--- src/rtl/food_gen.sv ---
// Food placement for the snake game: detects the head eating the food, draws LFSR
// candidates, checks them against the body via a probe handshake. Score kept when FOOD_GEN_SCORE_EN is defined.
module food_gen #(
  parameter int          COLS      = 16,
  parameter int          ROWS      = 8,
  parameter logic [15:0] LFSR_SEED = 16'hACE1,
  parameter int          MAX_TRIES = 8,
  parameter logic [3:0]  INIT_X    = 4'd12,
  parameter logic [3:0]  INIT_Y    = 4'd4
) (
  input  logic       clk,
  input  logic       reset,
  input  logic [3:0] headX,
  input  logic [3:0] headY,
  input  logic       headValid,
  output logic       probeReq,
  output logic [3:0] probeX,
  output logic [3:0] probeY,
  input  logic       probeAck,
  input  logic       probeHit,
  output logic [3:0] foodX,
  output logic [3:0] foodY,
  output logic       foodValid,
  output logic       eaten,
  output logic [7:0] score
);

  localparam logic [15:0] SEED    = (LFSR_SEED == 16'h0000) ? 16'h0001 : LFSR_SEED;
  localparam logic [3:0]  X_MASK  = 4'(COLS - 1);
  localparam logic [3:0]  Y_MASK  = 4'(ROWS - 1);
  localparam logic [3:0]  TRY_MAX = 4'(MAX_TRIES);

  typedef enum logic [2:0] {S_INIT, S_WAIT, S_PICK, S_PROBE, S_PLACE} state_t;

  // Galois step for x^16+x^14+x^13+x^11+1 (right-shifting form, tap mask 0xB400)
  function automatic logic [15:0] lfsr_next(input logic [15:0] v);
    return {1'b0, v[15:1]} ^ (v[0] ? 16'hB400 : 16'h0000);
  endfunction

  state_t      state;
  logic [15:0] lfsr;
  logic [3:0]  tries;
  logic [3:0]  hx;
  logic [3:0]  hy;
  logic        eat_hit;
  logic        reject;

  // Full 4-bit compare: head bits outside the grid are never masked away
  assign eat_hit = headValid && (headX == foodX) && (headY == foodY);
  // probeX/probeY double as the candidate register
  assign reject  = probeHit || ((probeX == hx) && (probeY == hy));

  // Free-running LFSR, advances every cycle
  always_ff @(posedge clk or negedge reset) begin
    if (!reset) begin
      lfsr <= SEED;
    end else begin
      lfsr <= lfsr_next(lfsr);
    end
  end

  // Placement FSM with registered outputs
  always_ff @(posedge clk or negedge reset) begin
    if (!reset) begin
      state     <= S_INIT;
      tries     <= 4'd0;
      hx        <= 4'd0;
      hy        <= 4'd0;
      foodX     <= INIT_X;
      foodY     <= INIT_Y;
      foodValid <= 1'b0;
      probeReq  <= 1'b0;
      probeX    <= 4'd0;
      probeY    <= 4'd0;
      eaten     <= 1'b0;
    end else begin
      eaten <= 1'b0;
      case (state)
        S_INIT: begin
          foodValid <= 1'b1;
          state     <= S_WAIT;
        end
        S_WAIT: begin
          if (eat_hit) begin
            hx        <= headX;
            hy        <= headY;
            eaten     <= 1'b1;
            foodValid <= 1'b0;
            tries     <= 4'd0;
            state     <= S_PICK;
          end
        end
        S_PICK: begin
          probeX   <= lfsr[3:0] & X_MASK;
          probeY   <= lfsr[7:4] & Y_MASK;
          probeReq <= 1'b1;
          tries    <= tries + 4'd1;
          state    <= S_PROBE;
        end
        S_PROBE: begin
          // The request is held until answered; the last candidate is kept once tries run out
          if (probeAck) begin
            probeReq <= 1'b0;
            if (reject && (tries < TRY_MAX)) begin
              state <= S_PICK;
            end else begin
              state <= S_PLACE;
            end
          end
        end
        S_PLACE: begin
          foodX     <= probeX;
          foodY     <= probeY;
          foodValid <= 1'b1;
          probeReq  <= 1'b0;
          state     <= S_WAIT;
        end
        default: begin
          state <= S_INIT;
        end
      endcase
    end
  end

`ifdef FOOD_GEN_SCORE_EN
  logic [7:0] score_q;

  // Saturating eat counter
  always_ff @(posedge clk or negedge reset) begin
    if (!reset) begin
      score_q <= 8'd0;
    end else if ((state == S_WAIT) && eat_hit && (score_q != 8'd255)) begin
      score_q <= score_q + 8'd1;
    end
  end

  assign score = score_q;
`else
  assign score = 8'd0;
`endif

endmodule

--- config.mk ---
export PLATFORM = sky130hd
export DESIGN_NAME = food_gen
export DESIGN_NICKNAME = d
export VERILOG_FILES = /design/src/rtl/food_gen.sv
export SDC_FILE = /design/constraint.sdc
export NUM_CORES = 1
export LEC_CHECK = 0
export ABC_AREA = 1
export ABC_CLOCK_PERIOD_IN_PS = 4100
export BUFFER_PORTS_ARGS = -buffer_cell sky130_fd_sc_hd__buf_2
export CAP_MARGIN = 15
export CORE_MARGIN = 5
export CORE_UTILIZATION = 57
export CTS_BUF_LIST = sky130_fd_sc_hd__clkbuf_8
export CTS_CLUSTER_DIAMETER = 120
export CTS_CLUSTER_SIZE = 8
export DETAILED_ROUTE_END_ITERATION = 7
export PLACE_DENSITY = 0.84
export SYNTH_ARGS = -nofsm -noshare
export SYNTH_HDL_FRONTEND = slang
export SYNTH_SLANG_ARGS = --single-unit
--- constraint.sdc ---
create_clock -name clk -period 4.1 [get_ports clk]
set_input_delay 0.41 -clock clk [delete_from_list [all_inputs] [get_ports clk]]
set_output_delay 0.41 -clock clk [all_outputs]
set_load 0.03 [all_outputs]
* After elaboration in Yosys (flattened, before gate mapping)
Index checks and enable logic that the tools add are counted.
W data, S select, Z words.
** Word-level totals
- Bits in registers :: 48
- Latch bits :: 0
- Bits in writable memories :: 0
- ROM bits :: 0
- Input port bits :: 13
- Output and inout port bits :: 27
- Word-level logic and storage cells :: 53
- Memories :: 0
** Operators by class
- $add $sub $neg :: 1
- $mul :: 0
- Divide/modulo/power cells :: 0
- Magnitude comparators :: 1
- Equality and inequality tests :: 10
- Shift operators :: 0
- Muxes and demuxes :: 13
- Bitwise operators :: 1
- Reduce and logical (&&, ||, !) cells :: 15
** Operators by type and width (number)
- $mux W16 :: 1
- $xor A15 B16 Y16 :: 1
- $pmux W3 S4 :: 1
- $reduce_and A2 Y1 :: 5
- $mux W3 :: 3
- $eq A4 B4 Y1 :: 2
- $pmux W4 S2 :: 1
- $eq A3 B2 Y1 const B :: 2
- $add A4 B1 Y4 const B :: 1
- $eq A3 B4 Y1 :: 1
- $eq A4 B3 Y1 :: 1
- $logic_and A1 B1 Y1 :: 4
- $lt A4 B4 Y1 const B :: 1
- $mux W1 :: 4
- $mux W4 :: 1
- $ne A2 B2 Y1 const B :: 2
- $reduce_bool A2 Y1 :: 2
- $eq A3 B1 Y1 const B :: 1
- $eq A3 B3 Y1 const B :: 1
- $logic_not A3 Y1 :: 1
- $pmux W1 S3 :: 1
- $reduce_bool A3 Y1 :: 1
- $pmux W1 S2 :: 1
- $reduce_or A2 Y1 :: 1
- $logic_or A1 B1 Y1 :: 1

* Logic depth before layout (Yosys ltp)
- Word-level depth :: 7
- Gate-level depth with buffers :: 11
- Gate-level depth less buffers :: 11

* Worst setup path after synthesis
Ideal clock, no wire load.
- Path type :: register to register
- From :: register foodX[3]
- To :: register tries[0]
- Library setup time :: 127 ps
- Arrival time :: 1394 ps
- Required time :: 3973 ps
- Slack :: 2579 ps
- Stages on the path, launching flop included :: 11
- Path buffers :: 1
- Path through :: dfstp_2 inv_1 nand2_1 nand2_1 nor2_1 nand2_1 nor2_2 nand2_2 buf_6 nand3_1 o21ai_0
** Between the ends
- Longest elaborated chain between the ends :: 5
** RTL lines
- start: declaration :: line 21 : output logic [3:0] foodX,
- start signal: assignment :: line 112 : foodX <= probeX;
- $eq A4 B4 Y1 :: line 49 : assign eat_hit = headValid && (headX == foodX) && (headY == foodY);
- $logic_and A1 B1 Y1 (2 in a row) :: line 49
- $ne A2 B2 Y1 (no source line)
- $reduce_and A2 Y1 (no source line)
- end signal: assignment :: line 97 : tries <= tries + 4'd1;
- end: declaration :: line 42 : logic [3:0] tries;
No other way between the ends.
A chain may end at the register's enable or synchronous reset.

* Worst setup path in the final report
- From :: register state[0]
- To :: register probeReq
** Between the ends
- Longest elaborated chain between the ends :: 3
- Elaborated cells between the ends (all ways) :: 7
- Those cells by class :: eq/ne: 4; mux: 1; reduce/logical: 2
** RTL lines
- start: declaration :: line 40 : state_t state;
- start signal: assignment :: line 65 : state <= S_INIT;
- start signal: assignment :: line 81 : state <= S_WAIT;
- start signal: assignment :: line 90 : state <= S_PICK;
- $eq A3 B2 Y1 / $eq A3 B3 Y1 (equally long branches) :: line 78 : case (state)
- $ne A2 B2 Y1 (no source line) / $reduce_bool A3 Y1 (equally long branches)
- $reduce_and A2 Y1 (no source line)
- end signal: assignment :: line 72 : probeReq <= 1'b0;
- end signal: assignment :: line 96 : probeReq <= 1'b1;
- end signal: assignment :: line 103 : probeReq <= 1'b0;
- end: declaration :: line 16 : output logic probeReq,
Several ways; a longest one is shown, not always the timed one.

==> results.md <==
- The post-route netlist has 19.1% of its cells at a drive strength greater than 1.
- Counting flops and latches in the post-synthesis netlist gives 48.
- The count of endpoints failing hold in the final timing report is 0.
- In this run the power spent charging and discharging nets is 0.349 mW.
- By count the netlist is led by sky130_fd_sc_hd__nand2_1, sky130_fd_sc_hd__dfrtp_1, sky130_fd_sc_hd__inv_1.
- The number of DRC markers after the initial detailed-route iteration is 103.
- The die is 70.9 um wide.
- The pin count of the biggest net entering global routing is 49.
- The initial cell density of the core is 58.2%.
- The number of global-route vias before repair is 1522.
- Of the total power, the share spent switching nets is 31.3%.
- Including well taps, the total number of placed cells is 317.
- The tightest min-delay check is of the in -> async type.
- The total global-route track usage is 17.6%.
- The number of clock buffers inserted by TritonCTS is 5.
- The number of warnings printed during yosys synthesis is 0.
- CTS saw 48 sinks.
- Averaged over all synthesized cells, the footprint is 8.67 um2.
- The power share of the sequential group is 49.2%.
- For this run, the top clock speed supported by timing is 598 MHz.
- The completed layout was analyzed and its total power is 1.12 mW.
- In the routed design, unresolved DRC markers number 0.
- The post-CTS setup-driven buffer insertion count is 0.
- The number of H-tree levels is 2.
- The number of max-slew violations in the final report came to 0.
- TritonCTS built the clock tree.
- The maximum clock path buffer count is 2.
- After clock tree synthesis, the clock-pin slew on the worst setup and hold paths is 0.09 ns.
- The synthesized design contains 0 enable-type register cells.
- The most common cell in the synthesized netlist is sky130_fd_sc_hd__nand2_1.
- The detail route stage leaves a number of antenna-violating nets equal to 0.
- Sequential elements use 57.4% of the synthesized area.
- Hold is met by 0.268 ns.
- The first global-routing pass estimated 6790 um of wire.
- On the final layout, the worst clock skew is 0.00696 ns.
- The most area-hungry cell type in the Yosys netlist is sky130_fd_sc_hd__dfrtp_1.
- The clock network accounts for 30.1% of the total power.
- In the final timing run, aggregate negative setup slack is 0 ns.
- The tool flagged a number of max-cap violations equal to 0.
- The routability-driven placement congestion ratio is 0.862.
- The fraction of the cycle the final worst path needs is 40.8%.
- The post-synthesis instance area is 2120 um2.
- The number of diodes is 0.
- The critical path capture point type is a register.
- Setup repair after global routing left no endpoint under its margin.
- The layout net count is 290.
- In this run the vertical extent of the chip is 70.9 um.
- Buffers placed on the I/O ports in this run total 29.
- The HPWL after detailed placement is 2850 um.
- The vias after detailed routing is 1570.
- Row generation in the floorplan step produced 22 rows.
- The leakage component of the power is 1.30 nW.
- After floorplanning, the core was sized to cover 3630 um2.
- The worst slew margin relative to its limit is 32.8%.
- The post-cts sizing count is 0.
- Internal power comes to 0.767 mW.
- The share of flip-flops with an asynchronous set or reset after synthesis is 100%.
- The number of instances in the synthesized netlist is 244.
- The cell at the root of the clock tree is sky130_fd_sc_hd__clkbuf_8.
- At the pin with the least slew margin, the transition time is 1.01 ns.
- For the worst setup path, the data required time is 4.30 ns.
- The count of placed standard cells in the final layout, fillers left out is 325.
- The first detailed-routing pass took 4 iterations.
- The portion of total power attributed to combinational logic is 20.6%.
- Of all nets on the critical path, the largest fanout is 13.
- The number of antenna violations at the first check in global routing is 0.
- For this design the ratio of total power to cell area is 471 nW/um2.
- The type of element launching the critical path is a register.
- After synthesis, the cell types taking the most area are sky130_fd_sc_hd__dfrtp_1, sky130_fd_sc_hd__nand2_1, sky130_fd_sc_hd__dfstp_2, sky130_fd_sc_hd__inv_1, sky130_fd_sc_hd__o21ai_0.
- The number of distinct library cells after synthesis is 23.
- The category of the critical setup timing path is reg -> reg.
- The dominant synthesized flop cell is sky130_fd_sc_hd__dfrtp_1.
- The remaining global-route overflow is 0.
- In the routed layout, each cell is associated on average with a via count of 4.83.
- The flow ran to the end, and the final reports show no timing, DRC or antenna violations.
- STA puts the critical path data arrival time at 1.88 ns.
- The later pin in the worst-skew pair is clocked with a latency of 0.31 ns.
- The routed wirelength normalized by instance count is 12.3 um.
- The floorplan step defined a die boundary enclosing 5030 um2.
- Summed over all layers, the routed wires come to 3990 um.
- The top-area cell type share of the netlist area is 43.8%.
- The worst-case IR drop observed on VDD is 0.266 mV.
- The total of hold buffers inserted after clock tree synthesis is 0.
- The final period demand of the worst path is 1.67 ns.
- The layout overhead on the synthesized area is 12.0%.
- The top-level I/O count is 40.
- Setup violations remaining at the end of the flow were counted as 0.
[power groups by stage]
stage | Clock (mW) | Combinational [mW] | Sequential (mW)
floorplan | 0 | 0.175 | 0.561
global placement | 0 | 0.219 | 0.556
detailed placement | 0 | 0.226 | 0.558
CTS | 0.343 | 0.232 | 0.549
global route | 0.363 | 0.270 | 0.557
finish | 0.336 | 0.230 | 0.550
[layout by cell type, fill, tap and decap left out, types with 2 or more instances in the layout]
| master | instances |
|---|---|
| sky130_fd_sc_hd__xnor2_1 | 3 |
| sky130_fd_sc_hd__conb_1 | 10 |
| sky130_fd_sc_hd__nand3_1 | 7 |
| sky130_fd_sc_hd__nor2_2 | 2 |
| sky130_fd_sc_hd__o21ai_0 | 17 |
| sky130_fd_sc_hd__buf_2 | 29 |
| sky130_fd_sc_hd__dfrtp_1 | 37 |
| sky130_fd_sc_hd__nor2_1 | 21 |
| sky130_fd_sc_hd__xor2_1 | 5 |
| sky130_fd_sc_hd__nand4_1 | 2 |
| sky130_fd_sc_hd__clkbuf_8 | 5 |
| sky130_fd_sc_hd__nand2_1 | 78 |
| sky130_fd_sc_hd__inv_1 | 35 |
| sky130_fd_sc_hd__dfstp_2 | 11 |
| sky130_fd_sc_hd__a21oi_1 | 5 |
[routing by layer]
layer	global-route usage [%]	wire length, um	share of wire (%)
met4	11.3	144	3.6
met5	0	0	0
met1	22.5	1790	45
met2	26.1	1790	45
met3	4.97	267	6.7
[through the flow]
step,utilization (%),worst slack (ns),area (um2)
6_report,65.2,2.43,2370
5_1_grt,65.2,2.13,2370
4_1_cts,65.2,2.41,2370
3_5_place_dp,62.2,2.49,2260
3_3_place_gp,62.2,2.53,2260
2_1_floorplan,-,2.58,2150
[path summary, 6_finish.rpt]
kind | startpoint | end | slack (ns) | depth (start not counted)
max | state[0] | probeReq | 2.43 | 8
min | reset | hy[0] | 0.27 | 1
max reg2reg | state[0] | probeReq | 2.43 | 8
min reg2reg | lfsr[12] | lfsr[11] | 0.36 | 0
max in group asynchronous | reset | lfsr[14] | 3.21 | 1
min in group clk | lfsr[12] | lfsr[11] | 0.36 | 0
[critical path: stages, from the launching register on]
cell                      delay (ns)
sky130_fd_sc_hd__dfrtp_1        0.43
sky130_fd_sc_hd__nor2_1         0.12
sky130_fd_sc_hd__inv_1          0.09
sky130_fd_sc_hd__nor2_1         0.49
sky130_fd_sc_hd__inv_1          0.18
sky130_fd_sc_hd__nand2_1        0.09
sky130_fd_sc_hd__nand2_1        0.05
sky130_fd_sc_hd__nand2_1        0.06
sky130_fd_sc_hd__nand2_1        0.05
[flip-flops by register name (all words and copies together), names as in the netlist]
signal / count
lfsr: 16
foodX: 4
hx: 4
hy: 4
probeX: 4
tries: 4
foodY: 3
probeY: 3
state: 3
eaten: 1
foodValid: 1
probeReq: 1
[layout make-up]
type                            instances  area [um2]
Fill cell                             296        1260
Sequential cell                        48        1210
Multi-Input combinational cell        156         703
Timing Repair Buffer                   29         145
Inverter                               36         135
Clock buffer                            5        68.8
Tap cell                               48        60.1
Clock inverter                          3        42.5
[cells by family (layout without fill, tap and decap cells)]
family	count (synthesis)	count (layout)	synth area share, %
buf+inv	49	73	10.9
other cells	1	10	0.177
flops	48	48	57.4
compound gates	22	22	5.20
xor+xnor	8	8	3.31
fa+ha+maj	1	1	0.591
simple gates	115	115	22.4
Note: power is estimated with default switching activity, not from simulation.
